## src/rtl/tff_counter_pkg.sv

```systemverilog
// ============================================================================
// Module : tff_pkg
// Brief  : Mode encoding shared by the tff_counter slice.
// Rev    : 1.0  initial release
// ============================================================================
`default_nettype none

package tff_pkg;

  localparam int c_mode_w = 2;

  typedef enum logic [c_mode_w-1:0] {
    TOGGLE = 2'd0,
    UP     = 2'd1,
    DOWN   = 2'd2,
    LOAD   = 2'd3
  } mode_t;

endpackage

`default_nettype wire

```

## src/rtl/tff_counter_if.sv

```systemverilog
// ============================================================================
// Module : tff_counter_if
// Brief  : Control/status bundle of tff_counter; master drives, slave counts.
// Rev    : 1.0  initial release
// ============================================================================
`default_nettype none

interface tff_counter_if
  import tff_pkg::*;
#(
  parameter int WIDTH = 8
);

  logic             en;
  mode_t            mode;
  logic [WIDTH-1:0] t;
  logic [WIDTH-1:0] d;
  logic [WIDTH-1:0] q;
  logic [WIDTH-1:0] qn;
  logic             tc;
  logic             carry;

  modport master (output en, mode, t, d, input q, qn, tc, carry);
  modport slave  (input en, mode, t, d, output q, qn, tc, carry);

endinterface

`default_nettype wire

```

## src/rtl/tff_counter_cell.sv

```systemverilog
// ============================================================================
// Module : tff_cell
// Brief  : Single T flip-flop with async active-high clear and enable.
// Rev    : 1.0  initial release
// ============================================================================
`default_nettype none

module tff_cell (
  input  wire logic clk,
  input  wire logic clr,
  input  wire logic en,
  input  wire logic tog,
  output      logic q,
  output      logic qn
);

  logic r_q;

  always_ff @(posedge clk or posedge clr) begin
    if (clr) begin
      r_q <= 1'b0;
    end else if (en && tog) begin
      r_q <= ~r_q;
    end
  end

  assign q  = r_q;
  assign qn = ~r_q;

endmodule

`default_nettype wire

```

## src/rtl/tff_counter.sv

```systemverilog
// ============================================================================
// Module : tff_counter
// Brief  : WIDTH-bit T-flop bank: toggle / up / down / load, tc and carry.
//          Optional modulo wrap and load clamp under TFF_COUNTER_MODULO_EN.
// Rev    : 1.0  initial release
// ============================================================================
`default_nettype none

module tff_counter
  import tff_pkg::*;
#(
  parameter int WIDTH   = 8,
  parameter int MODULUS = 2**WIDTH
) (
  input wire logic     clk,
  input wire logic     clr,
  tff_counter_if.slave bus
);

`ifdef TFF_COUNTER_MODULO_EN
  localparam logic [WIDTH-1:0] c_max = WIDTH'(MODULUS - 1);
`else
  localparam logic [WIDTH-1:0] c_max = {WIDTH{1'b1}};
`endif

  logic [WIDTH-1:0] w_q;
  logic [WIDTH-1:0] w_qn;
  logic [WIDTH-1:0] w_tog;
  logic             w_tc;
  logic             r_carry;

`ifdef TFF_COUNTER_MODULO_EN
  // Modulo build: form the next state, then derive the per-cell toggle terms.
  logic [WIDTH-1:0] w_next;

  always_comb begin
    w_next = w_q;
    case (bus.mode)
      TOGGLE:  w_next = w_q ^ bus.t;
      UP:      w_next = (w_q == c_max) ? '0 : w_q + WIDTH'(1);
      DOWN:    w_next = (w_q == '0) ? c_max : w_q - WIDTH'(1);
      LOAD:    w_next = (bus.d > c_max) ? c_max : bus.d;
      default: w_next = w_q;
    endcase
    w_tog = w_q ^ w_next;
  end
`else
  logic [WIDTH-1:0] w_up;
  logic [WIDTH-1:0] w_dn;

  assign w_up[0] = 1'b1;
  assign w_dn[0] = 1'b1;

  for (genvar i = 1; i < WIDTH; i++) begin : g_terms
    assign w_up[i] = &w_q[i-1:0];
    assign w_dn[i] = &w_qn[i-1:0];
  end

  always_comb begin
    w_tog = '0;
    case (bus.mode)
      TOGGLE:  w_tog = bus.t;
      UP:      w_tog = w_up;
      DOWN:    w_tog = w_dn;
      LOAD:    w_tog = w_q ^ bus.d;
      default: w_tog = '0;
    endcase
  end
`endif

  for (genvar i = 0; i < WIDTH; i++) begin : g_cells
    tff_cell u_cell (
      .clk (clk),
      .clr (clr),
      .en  (bus.en),
      .tog (w_tog[i]),
      .q   (w_q[i]),
      .qn  (w_qn[i])
    );
  end

  assign w_tc = ((bus.mode == UP) && (w_q == c_max)) ||
                ((bus.mode == DOWN) && (w_q == '0));

  // A wrap is exactly tc taken at an enabled edge.
  always_ff @(posedge clk or posedge clr) begin
    if (clr) begin
      r_carry <= 1'b0;
    end else begin
      r_carry <= bus.en & w_tc;
    end
  end

  assign bus.q     = w_q;
  assign bus.qn    = w_qn;
  assign bus.tc    = w_tc;
  assign bus.carry = r_carry;

endmodule

`default_nettype wire
```

## src/flat_wrapper.sv

```systemverilog
// flat-port wrapper written by rule: the top's interface ports become plain ports
module tff_counter_flat import tff_pkg::*;
#(
  parameter int WIDTH   = 8,
  parameter int MODULUS = 2**WIDTH
)
  (clk, clr, bus_en, bus_mode, bus_t, bus_d, bus_q, bus_qn, bus_tc, bus_carry);
  tff_counter_if #(.WIDTH(WIDTH)) bus_i ();
  input wire logic clk;
  input wire logic clr;
  input wire logic [$bits(bus_i.en)-1:0] bus_en;
  input wire logic [$bits(bus_i.mode)-1:0] bus_mode;
  input wire logic [$bits(bus_i.t)-1:0] bus_t;
  input wire logic [$bits(bus_i.d)-1:0] bus_d;
  output wire logic [$bits(bus_i.q)-1:0] bus_q;
  output wire logic [$bits(bus_i.qn)-1:0] bus_qn;
  output wire logic [$bits(bus_i.tc)-1:0] bus_tc;
  output wire logic [$bits(bus_i.carry)-1:0] bus_carry;
  assign bus_i.en = bus_en;
  assign bus_i.mode = bus_mode;
  assign bus_i.t = bus_t;
  assign bus_i.d = bus_d;
  assign bus_q = bus_i.q;
  assign bus_qn = bus_i.qn;
  assign bus_tc = bus_i.tc;
  assign bus_carry = bus_i.carry;
  tff_counter #(.WIDTH(WIDTH), .MODULUS(MODULUS)) u_core (.clk(clk), .clr(clr), .bus(bus_i));
endmodule
```

## config.mk

```make
export PLATFORM = sky130hd
export DESIGN_NAME = tff_counter_flat
export DESIGN_NICKNAME = d
export VERILOG_FILES = /design/src/rtl/tff_counter_pkg.sv /design/src/rtl/tff_counter_if.sv /design/src/rtl/tff_counter_cell.sv /design/src/rtl/tff_counter.sv /design/src/flat_wrapper.sv
export SDC_FILE = /design/constraint.sdc
export NUM_CORES = 1
export LEC_CHECK = 0
export CAP_MARGIN = 20
export CORE_MARGIN = 2
export CORE_UTILIZATION = 40
export CTS_CLUSTER_SIZE = 14
export DETAILED_ROUTE_END_ITERATION = 8
export HOLD_SLACK_MARGIN = 0.1
export PLACE_DENSITY = 0.75
export SYNTH_ARGS = -nofsm -noshare
export SYNTH_HDL_FRONTEND = slang
export SYNTH_SLANG_ARGS = --single-unit
```

## constraint.sdc

```tcl
create_clock -name clk -period 2.6 [get_ports clk]
set_input_delay 0.26 -clock clk [delete_from_list [all_inputs] [get_ports clk]]
set_output_delay 0.26 -clock clk [all_outputs]
set_load 0.02 [all_outputs]
```

* After elaboration in Yosys (flattened, before gate mapping)
Cells that the tools add are included.
** Word-level totals
- Input port bits :: 21
- Output and inout bits :: 18
- Logic and storage cells :: 49
- Register bits :: 9
** Cells by class
- Bitwise operators :: 10
- Mux-type cells :: 1
- Eq/ne operators :: 4
- Reduce and logical (&&, ||, !) cells :: 25
** Operators by type and width (count)
- case mux 8 bit (4 select lines) :: 1
- AND reduction 7 bit :: 2
- AND reduction 6 bit :: 2
- logical AND 1 bit :: 10
- AND reduction 5 bit :: 2
- == test 8 bit (second input constant) :: 1
- zero test 8 bit :: 1
- inverter 1 bit :: 8
- AND reduction 4 bit :: 2
- bitwise XOR 8 bit :: 1
- AND reduction 3 bit :: 2
- == test 2 bit (second input constant) :: 2
- AND reduction 2 bit :: 2
- == test 2 x 1 -> 1 bit (second input constant) :: 1
- zero test 2 bit :: 1
- AND 1 bit :: 1
- logical OR 1 bit :: 1

* Depth between registers and ports, before layout
Gate-level depths: netlist (run 1).
- Depth after elaboration :: 4
- Mapped depth :: 6

* Hierarchy
From an unflattened synthesis (run 1), not the netlist that was laid out.
** Unflattened totals
- Cells, all modules :: 93
- Area, all modules :: 768.2 um^2
** Modules (own cells, without submodules)
- tff_counter :: instances 1, area an instance 407.9 um^2, cells an instance 53, sequential area each 25.0 um^2
- tff_cell :: instances 8, area an instance 45.0 um^2, cells an instance 5, sequential area each 25.0 um^2

* Worst setup path after synthesis (run 1)
OpenSTA, ideal clock, no wires.
- Path type :: reg-to-reg
- Start :: reg u_core.g_cells[2].u_cell.r_q
- End :: reg u_core.r_carry (netlist: u_core.bus.carry)
- Data arrival time :: 1972 ps
- Buffers on the path :: 1
- Stages on the path, launching flop included :: 6
- Setup time :: 68 ps
- Slack :: 560 ps
- Path through :: dfrtp_1 > buf_6 > or4_4 > nand4b_4 > o21ai_0 > and2_1
** On the way
- Cells in the longest elaborated chain, start to end :: 4
- Elaborated cells between the ends (all ways) :: 6
- Those cells by class :: eq/ne (1); bitwise (1); reduce/logical (4)
** RTL lines
- from (decl) :: line tff_counter_cell.sv:17 : logic r_q;
- from (signal assigned) :: line tff_counter_cell.sv:23 : r_q <= ~r_q;
- == test 8 bit or zero test 8 bit (tied branches) :: line tff_counter.sv:82, tff_counter.sv:83
- logical AND 1 bit (on tied branches) :: line tff_counter.sv:82, tff_counter.sv:83
- logical OR 1 bit * :: line tff_counter.sv:82 : assign w_tc = ((bus.mode == UP) && (w_q == c_max)) ||
- named net bus_tc :: line flat_wrapper.sv:17 : output wire logic [$bits(bus_i.tc)-1:0] bus_tc;
- AND 1 bit * :: line tff_counter.sv:90 : r_carry <= bus.en & w_tc;
- to (signal assigned) :: line tff_counter.sv:90
- to (decl) :: line tff_counter.sv:30 : logic r_carry;
Mark *: on every way through the listed nets, which the timed path passes. The rest lies on a longest branch.
A chain may end at the register's enable or synchronous reset.

* Worst setup path after layout (run 1)
- Start :: reg u_core.g_cells[1].u_cell.r_q
- End :: out bus_tc
** On the way
- Cells in the longest elaborated chain, start to end :: 3
- Elaborated cells between the ends (all ways) :: 5
- Those cells by class :: eq/ne (1); reduce/logical (4)
** RTL lines (line)
- from (decl) :: tff_counter_cell.sv:17
- from (signal assigned) :: tff_counter_cell.sv:23
- == test 8 bit or zero test 8 bit (tied branches) :: tff_counter.sv:82, tff_counter.sv:83
- logical AND 1 bit (on tied branches) :: tff_counter.sv:82, tff_counter.sv:83
- logical OR 1 bit * :: tff_counter.sv:82
- to (decl) :: flat_wrapper.sv:17
Every way passes the cells marked *; elsewhere a longest branch is shown, timed or not.

==> flow_summary_export.csv, run 1 <==
group,metric,value,unit
status,status,"finished clean",
drt,highest_layer,"met4",
synth,synth.area.top_cells,"dfrtp_1 23%, buf_4 13%, buf_6 5.8%",
synth,yosysTopAreaCell,"dfrtp_1",
synth,ys_async_sr_fraction,1.00,
cells_and_area,finalNonFillerCells,164,
synth,yosysTopAreaCellShare,0.233,
synth,synth.most_common_cell,"buf_4",
global_route,track_usage,0.187,
synth,synth_xor_xnor_area_share,0.0633,
global_route,grt_pass1_vias,830,
placement,place_congestion,0.892,
drt,finalWirelength,2.21,mm
drt,wl_met1,875,um
synth,yosys.area_share.simple,0.173,
cells_and_area,finish.utilization,0.557,
sta,fin_crit,2500,ps
placement,port_buffers,38,
floorplan,die_y,53.2,um
drt,wl_met2,1.15,mm
run,drv_cap,0,
sta,setup_slack,96.2,ps
clocking,root_buffer,"clkbuf_4",
clocking,numCtsBuffers,3,
clocking,path_clk_slew,60,ps
synth,synth_edf_count,0,
worst_setup_path,crit_fanout,12,
sta,slew-limit-headroom,0.710,
sta,finalSetupViolCount,0,
worst_setup_path,crit_type,"flip-flop to output pin",
synth,yosysWarnings,0,
synth,synth_area,968,um2
worst_setup_path,cp.required,2340,ps
synth,synth.distinct_cells,42,
worst_setup_path,reg2reg_slack,780,ps
placement,pre_cts_ws,81.0,ps
synth,synth-seq-cells,9,
drt,wl_met3,111,um
cells_and_area,syn2layout_area_growth,29.7,%
sta,hold_viol,0,
floorplan,die-area,2830,um2
global_route,grt_pass1_wl,3.75,mm
sta,holdWs,256,ps
sta,fmax,399,MHz
drt,wl_per_cell,13.5,um
global_route,grt_overflow_total,0,
worst_setup_path,arrival,2240,ps
floorplan,num_rows,17,
cells_and_area,fin_nets,158,
sta,tns,0,ps
min_path,hold_path_class,"input port to async pin",
clocking,post_cts_buffers,0,
drt,drt_first_pass_iters,4,
clocking,cts.htree.levels,1,
sta,finClkSkew,0.279,ps
worst_setup_path,r2r_cells,5,
global_route,grt_max_degree,23,
cells_and_area,drive_gt1_frac,0.125,
power_and_ir_drop,peakVddDrop,533,uV
sta,timing.final.crit_share,0.963,
floorplan,die_w,53.2,um
synth,netlist_top_cells_count,"17 x buf_4, 10 x inv_1, 9 x dfrtp_1, 8 x nand2_1, 6 x o21ai_0",
placement,hpwl,1.75,mm
floorplan,io_pins,39,
cells_and_area,fill_cells,215,
drt,drc,0,
placement,dp_cells,160,
floorplan,start_util,0.430,
synth,ys_dominant_reg_cell,"dfrtp_1",
floorplan,core_area,2250,um2
clocking,max-clock-path-buffers,2,
clocking,cts_tree,"done",
cells_and_area,diodes,0,
drt,vias_per_cell,5.43,
sta,rsz0062_at_grt,"no",
drt,drt-initial-drc-count,25,
clocking,cts_sinks,9,
power_and_ir_drop,p_leak,0.518,nW
synth,synth_fa_ha_area_frac,0,
placement,placed_cell_area,1230,um2
synth,synth_top_family_by_area,"compound AO/OA/AOI/OAI gates",
drt,ant_nets,0,
synth,synth-compound-area-share,0.252,
clocking,clock_latency,260,ps
synth,avgSynthCellArea,8.49,um2
worst_setup_path,rr_startpoint,"u_core.g_cells[1].u_cell.q$_DFFE_PP0P_",
worst_setup_path,end_kind,"output pin",
power_and_ir_drop,p_per_area,802,nW/um2
sta,worst_slew_pin_slew,432,ps
worst_setup_path,startpoint_type,"flip-flop",
drt,route.vias.total,891,
synth,ys_seq_area_frac,0.233,
sta,drv_slew,0,
worst_setup_path,rr_endpoint,"u_core.g_cells[5].u_cell.q$_DFFE_PP0P_",
synth,syn-num-nets,135,
synth,muxShareOfSynthArea,0.0336,
synth,netlist_instances,114,
power_and_ir_drop,p_total,1.01,mW
cells_and_area,final_area,1260,um2
global_route,antenna_found_initial,0,
-- layout make-up --
cell class / count / area, um2 / area share
inverters: 10 / 37.5 / 0.0299
clock buffers: 4 / 26.3 / 0.0209
well taps: 28 / 35.0 / 0.0279
repair buffers: 44 / 425 / 0.339
multi-input cells: 69 / 505 / 0.402
flip-flops and latches: 9 / 226 / 0.180
-- sequential cells by signal, summed over array words and instances (netlist names) --
signal and flops:
u_core.bus.carry 1, u_core.g_cells.u_cell.q 8
-- cells by family (layout without fill, tap and decap cells) --
| family | count (synthesis) | after routing |
|---|---|---|
| AO/OA/AOI/OAI | 33 | 33 |
| XOR/XNOR | 7 | 7 |
| buffers and inverters | 36 | 58 |
| flip-flops | 9 | 9 |
| multiplexers | 3 | 3 |
| AND/OR/NAND/NOR | 26 | 26 |
-- worst max path at each step --
stage	to	start	slack [ps]
after floorplan	u_core.bus.carry$_DFF_PP0_	u_core.g_cells[2].u_cell.q$_DFFE_PP0P_	560
after global routing	bus_tc	u_core.g_cells[1].u_cell.q$_DFFE_PP0P_	0.4
after CTS	bus_tc	u_core.g_cells[3].u_cell.q$_DFFE_PP0P_	80
final	bus_tc	u_core.g_cells[1].u_cell.q$_DFFE_PP0P_	100
after global placement	bus_tc	bus_mode[0]	90
after detailed placement	bus_tc	bus_mode[0]	80
-- layer usage --
metal	vias up	GRT usage
met4	0	0.115
met5	-	0
met2	30	0.294
met3	8	0.0395
li1	438	-
met1	415	0.230
-- critical path: stages (launching register included) --
cell             delay [ps]
dfrtp_1                 540
nand4_1                 180
or4_1                   520
o21ai_0                 100
clkdlybuf4s50_1         640
-- power breakdown --
| part | switching, mW | internal, mW |
|---|---|---|
| registers | 0.0962 | 0.190 |
| logic | 0.298 | 0.313 |
| clock network | 0.0505 | 0.0593 |
| total | 0.445 | 0.562 |
-- cells in the final DEF (no fill, tap or decap), drive strengths merged, types with 2 or more instances in the layout --
master and count:
a21boi 2, or4 2, inv 10, buf 6
o22ai 2, nand3 2, o211ai 3, o31ai 2
a31oi 2, a21oi 3, xor2 2, nand2 8
nor2b 2, mux2 2, o221ai 3, nor3 2
clkbuf 4, nand2b 2, a41oi 3, clkdlybuf4s50 38
o21ai 6, dfrtp 9, xnor2 5
-- timing repair --
item	in CTS	in global routing
gates resized for setup	0	1
setup endpoints to repair	0	1
hold buffers	0	0
(Power assumes the default switching activity.)
==> inputs of run 2 (changes only) <==
- CTS_BUF_LIST: unset -> sky130_fd_sc_hd__clkbuf_16
==> run 2 against run 1 <==
Effect of this change:
- routed wire length up 5.2%
- count of clock-buffer cells in the layout down 1
- sequential power about the same
- register-to-register slack about the same
- final cell count unchanged
- combinational power up 0.7%
- via count up 1.3%
- global-route usage up 0.53 points
- worst setup slack about the same
- first-iteration DRC count down 36%
- sequential cell count unchanged
- critical path depth up 1
- largest power group unchanged
==> flow_summary_export.csv, run 2 (synthesis gave the netlist of run 1 again) <==
group,metric,value,unit
drt,route.vias.total,903,
floorplan,die_y,53.2,um
cells_and_area,finish.utilization,0.580,
drt,drc,0,
worst_setup_path,end_kind,"output pin",
sta,worst_slew_pin_slew,432,ps
worst_setup_path,r2r_cells,5,
cells_and_area,largest_reg_flops,8,
drt,ant_nets,0,
worst_setup_path,arrival,2240,ps
placement,place_congestion,0.892,
floorplan,io_pins,39,
worst_setup_path,max_stage_delay,640,ps
power_and_ir_drop,p_per_area,895,nW/um2
clocking,clock_latency,240,ps
clocking,path_clk_slew,40,ps
sta,fmax,399,MHz
clocking,postCtsResizedCells,0,
power_and_ir_drop,peakVddDrop,595,uV
global_route,grt_max_degree,23,
cells_and_area,fin_nets,158,
sta,timing.final.crit_share,0.963,
worst_setup_path,crit_type,"input port to output pin",
sta,drv_slew,0,
drt,finalWirelength,2.33,mm
worst_setup_path,rr_endpoint,"u_core.g_cells[5].u_cell.q$_DFFE_PP0P_",
sta,hold_viol,0,
floorplan,die-area,2830,um2
worst_setup_path,cp.required,2340,ps
worst_setup_path,startpoint_type,"input port",
placement,port_buffers,38,
global_route,antenna_found_initial,0,
worst_setup_path,rr_startpoint,"u_core.g_cells[1].u_cell.q$_DFFE_PP0P_",
floorplan,num_rows,17,
clocking,cts.htree.levels,1,
cells_and_area,final_common_cell,"clkdlybuf4s50_1",
worst_setup_path,reg2reg_slack,780,ps
sta,rsz0062_at_grt,"no",
clocking,cts_hold_buf,0,
min_path,hold_path_class,"input port to async pin",
sta,finalSetupViolCount,0,
worst_setup_path,slowest_stage,"clkdlybuf4s50_1",
cells_and_area,diodes,0,
cells_and_area,final_cell_mix,"38 x clkdlybuf4s50_1, 11 x inv_1, 9 x dfrtp_1, 8 x nand2_1",
clocking,numCtsBuffers,3,
sta,slew-limit-headroom,0.710,
clocking,max-clock-path-buffers,2,
sta,tns,0,ps
drt,vias_per_cell,5.51,
drt,drt_first_pass_iters,4,
sta,fin_crit,2500,ps
floorplan,core_area,2250,um2
drt,drt-initial-drc-count,16,
run,drv_cap,0,
worst_setup_path,path_cells,"clkdlybuf4s50_1, or4_4, nand4b_4, o21ai_0, clkdlybuf4s50_1",
status,status,"finished clean",
cells_and_area,fill_cells,208,
global_route,grt_pass1_vias,834,
floorplan,die_w,53.2,um
global_route,grt_overflow_total,0,
clocking,cts_tree,"done",
placement,hpwl,1.75,mm
worst_setup_path,crit_fanout,3,
clocking,cts_sinks,9,
sta,finClkSkew,1.81,ps
clocking,post_cts_buffers,0,
worst_setup_path,critPathLaunch,"bus_mode[0]",
worst_setup_path,cpMostUsedCell,"clkdlybuf4s50_1",
drt,wl_per_cell,14.2,um
cells_and_area,drive_gt1_frac,0.118,
global_route,track_usage,0.192,
floorplan,start_util,0.430,
global_route,grt_pass1_wl,3.91,mm
power_and_ir_drop,p_leak,0.547,nW
cells_and_area,finalNonFillerCells,164,
cells_and_area,syn2layout_area_growth,35.0,%
clocking,root_buffer,"clkbuf_16",
placement,dp_cells,160,
==> run 2: cell count changes in the layout (fill, tap and decap cells not counted) <==
cell       change
inv_1          +1
dfrtp_1        +1
clkbuf_16      +3
clkbuf_4       -3
dfrtp_2        -1
clkbuf_1       -1
==> run 2: how the worst max path moves through the flow <==
stage                                      end  slack (ps)  cells past startpoint
floorplan           u_core.bus.carry$_DFF_PP0_         560                      5
detailed placement                      bus_tc          80                      5
global route                            bus_tc          20                      5
finish                                  bus_tc         100                      5
CTS                                     bus_tc          80                      5
global placement                        bus_tc          90                      5
==> run 2: routing by layer <==
layer,GRT usage,routed length [um],share of wire
met3,0.0282,118,0.051
met2,0.333,1240,0.53
met1,0.238,934,0.40
met5,0,0,0
met4,0.0684,36,0.015
==> run 2: layout make-up <==
| cell class | instances | area, um2 | area share |
|---|---|---|---|
| multi-input combinational | 69 | 505 | 0.387 |
| timing repair buffer | 44 | 425 | 0.325 |
| sequential | 9 | 225 | 0.172 |
| clock buffer | 3 | 75.1 | 0.0574 |
| inverter | 10 | 37.5 | 0.0287 |
| tap | 28 | 35.0 | 0.0268 |
| clock inverter | 1 | 3.75 | 0.00287 |
==> run 2: metrics by stage <==
stage | hold slack (ps) | power [mW] | worst slack (ps) | instance area (um2)
global placement | 555 | 0.889 | 89.3 | 1230
global route | 339 | 1.24 | 17.1 | 1310
CTS | 299 | 1.17 | 83.0 | 1310
floorplan | 87.9 | 0.793 | 560 | 968
finish | 288 | 1.17 | 95.9 | 1310
detailed placement | 546 | 0.899 | 81.0 | 1230
==> run 2: worst max-delay path: cells and delay by family <==
family	cells	cell delay, ps
buffers and inverters	2	1070
AOI/OAI and AO/OA	1	200
and+or+nand+nor	2	710
==> run 2: power by group <==
group / switching, mW / internal [mW] / leakage, nW
clock network: 0.0675 / 0.201 / 0.0423
logic: 0.302 / 0.313 / 0.399
registers: 0.0980 / 0.189 / 0.105
total: 0.468 / 0.703 / 0.547
==> inputs of run 3 (changes only) <==
- CORE_UTILIZATION: 40 -> 43
- PLACE_DENSITY: 0.75 -> 0.8
==> run 3 against run 2 <==
Effect of this change:
- global-route usage grew 0.59 points
- critical path depth is the same
- clock power grew 2%
- worst setup slack gained 320 ps
- via count grew 1.4%
- first-iteration DRC count grew 13%
- cell area grew 0.77%
- count of clock-buffer cells in the layout is the same
- sequential cell count is the same
- routed wire length grew 5.5%
- sequential share of layout area shrank 0.13 points
- die area shrank 6.5%
- largest cell class unchanged
==> flow_summary_export.csv, run 3 (synthesis gave the netlist of run 1 again) <==
group,metric,value,unit
status,status,"finished clean",
worst_setup_path,cp.depth,5,
sta,hold_viol,0,
worst_setup_path,critPathBufInv,2,
drt,vias_per_cell,5.55,
floorplan,num_rows,17,
worst_setup_path,arrival,1920,ps
sta,fmax,458,MHz
worst_setup_path,slowest_stage,"or4_4",
drt,route.vias.total,916,
drt,drt-initial-drc-count,18,
global_route,grt_max_degree,19,
drt,wl_per_cell,14.9,um
placement,pre_cts_ws,12.0,ps
sta,finalSetupViolCount,0,
global_route,grt_overflow_total,0,
placement,hpwl,1.84,mm
global_route,grt_pass1_vias,952,
sta,rsz0062_at_grt,"no",
worst_setup_path,crit_path_end,"bus_tc",
drt,drt_first_pass_iters,4,
global_route,track_usage,0.198,
run,drv_cap,0,
clocking,path_clk_slew,40,ps
worst_setup_path,end_kind,"output pin",
sta,drv_slew,0,
worst_setup_path,startpoint_type,"input port",
cells_and_area,final_common_cell,"clkdlybuf4s50_1",
power_and_ir_drop,p_comb_frac,0.539,
floorplan,core_area,2170,um2
power_and_ir_drop,sw_frac_of_total,0.398,
cells_and_area,fin_nets,159,
worst_setup_path,reg2reg_slack,740,ps
worst_setup_path,cp.required,2340,ps
cells_and_area,fill_cells,191,
sta,finClkSkew,0.579,ps
power_and_ir_drop,p_per_area,901,nW/um2
worst_setup_path,rr_startpoint,"u_core.g_cells[1].u_cell.q$_DFFE_PP0P_",
clocking,cts.htree.levels,1,
placement,port_buffers,38,
clocking,clock_latency,230,ps
sta,setup_slack,418,ps
power_and_ir_drop,p_seq_frac,0.231,
worst_setup_path,crit_type,"input port to output pin",
floorplan,die_y,51.5,um
cells_and_area,drive_gt1_frac,0.124,
power_and_ir_drop,switchingPower,0.473,mW
sta,tns,0,ps
clocking,root_buffer,"clkbuf_16",
worst_setup_path,crit_family,"buffers and inverters",
cells_and_area,largest_reg_flops,8,
power_and_ir_drop,peakVddDrop,425,uV
cells_and_area,multi_input_area,505,um2
floorplan,die-area,2650,um2
global_route,antenna_found_initial,0,
cells_and_area,syn2layout_area_growth,36.0,%
worst_setup_path,r2r_cells,5,
placement,dp_cells,161,
cells_and_area,diodes,0,
power_and_ir_drop,p_leak,0.570,nW
worst_setup_path,rr_endpoint,"u_core.g_cells[5].u_cell.q$_DFFE_PP0P_",
clocking,cts_sinks,9,
min_path,hold_path_class,"input port to async pin",
worst_setup_path,path_cells,"clkdlybuf4s50_1, or4_4, nand4b_4, o21ai_0, dlymetal6s2s_1",
global_route,grt_pass1_wl,3.93,mm
power_and_ir_drop,p_int,0.714,mW
clocking,max-clock-path-buffers,2,
floorplan,io_pins,39,
drt,drc,0,
drt,ant_nets,0,
worst_setup_path,max_stage_delay,530,ps
clocking,numCtsBuffers,3,
floorplan,start_util,0.446,
clocking,cts_tree,"done",
sta,worst_slew_pin_slew,527,ps
cells_and_area,finalNonFillerCells,165,
cells_and_area,register_area,225,um2
sta,slew-limit-headroom,0.647,
power_and_ir_drop,p_clk_frac,0.230,
worst_setup_path,critPathLaunch,"bus_mode[0]",
sta,fin_crit,2180,ps
cells_and_area,final_cell_mix,"37 x clkdlybuf4s50_1, 11 x inv_1, 9 x dfrtp_1, 8 x nand2_1, 7 x buf_4",
placement,place_congestion,0.877,
sta,timing.final.crit_share,0.839,
clocking,post_cts_buffers,0,
drt,finalWirelength,2.45,mm
worst_setup_path,crit_fanout,4,
floorplan,die_w,51.5,um
[run 3: stage by stage]
| stage | total power [mW] | cell area [um2] | hold slack [ps] | util |
|---|---|---|---|---|
| after floorplan | 0.793 | 968 | 87.9 | - |
| after global placement | 0.895 | 1240 | 550 | 0.570 |
| after detailed placement | 0.916 | 1240 | 577 | 0.570 |
| after CTS | 1.19 | 1320 | 336 | 0.606 |
| after global routing | 1.25 | 1320 | 341 | 0.607 |
| final | 1.19 | 1320 | 311 | 0.607 |
[run 3: worst min path at each step]
| stage | depth (start not counted) | endpoint |
|---|---|---|
| floorplan | 1 | u_core.bus.carry$_DFF_PP0_ |
| global placement | 2 | u_core.g_cells[4].u_cell.q$_DFFE_PP0P_ |
| detailed placement | 2 | u_core.g_cells[6].u_cell.q$_DFFE_PP0P_ |
| CTS | 2 | u_core.g_cells[7].u_cell.q$_DFFE_PP0P_ |
| global route | 2 | u_core.g_cells[4].u_cell.q$_DFFE_PP0P_ |
| finish | 2 | u_core.g_cells[6].u_cell.q$_DFFE_PP0P_ |
[run 3: worst reg2reg max path, delay by kind of cell, from the launching register on]
kind,cells,cell delay [ps]
AOI/OAI and AO/OA,3,630
buffers and inverters,1,170
and+or+nand+nor,1,460
DFF,1,490
[run 3: timing repair]
| item | 4_1_cts | 5_1_grt |
|---|---|---|
| resized for setup | 0 | 1 |
| hold buffers | 0 | 0 |
| setup endpoints to repair | 0 | 1 |
[run 3: power by group through the flow]
| stage | clock network [mW] | logic (mW) | registers (mW) |
|---|---|---|---|
| finish | 0.273 | 0.639 | 0.274 |
| global route | 0.286 | 0.682 | 0.282 |
| CTS | 0.274 | 0.643 | 0.275 |
| floorplan | 0 | 0.561 | 0.232 |
| detailed placement | 0 | 0.640 | 0.276 |
| global placement | 0 | 0.628 | 0.267 |
[run 3: layer usage]
layer	wire, um	GRT usage	part of all wire
met1	987	0.216	0.40
met2	1310	0.357	0.53
met3	121	0.0409	0.049
met4	36	0.101	0.015
met5	0	0	0
[run 3: final cells by class]
cell class	count	share of cell area
Timing Repair Buffer	45	0.330
Clock buffer	3	0.0570
Inverter	10	0.0285
Tap cell	28	0.0266
Sequential cell	9	0.171
Multi-Input combinational cell	69	0.384
Clock inverter	1	0.00285
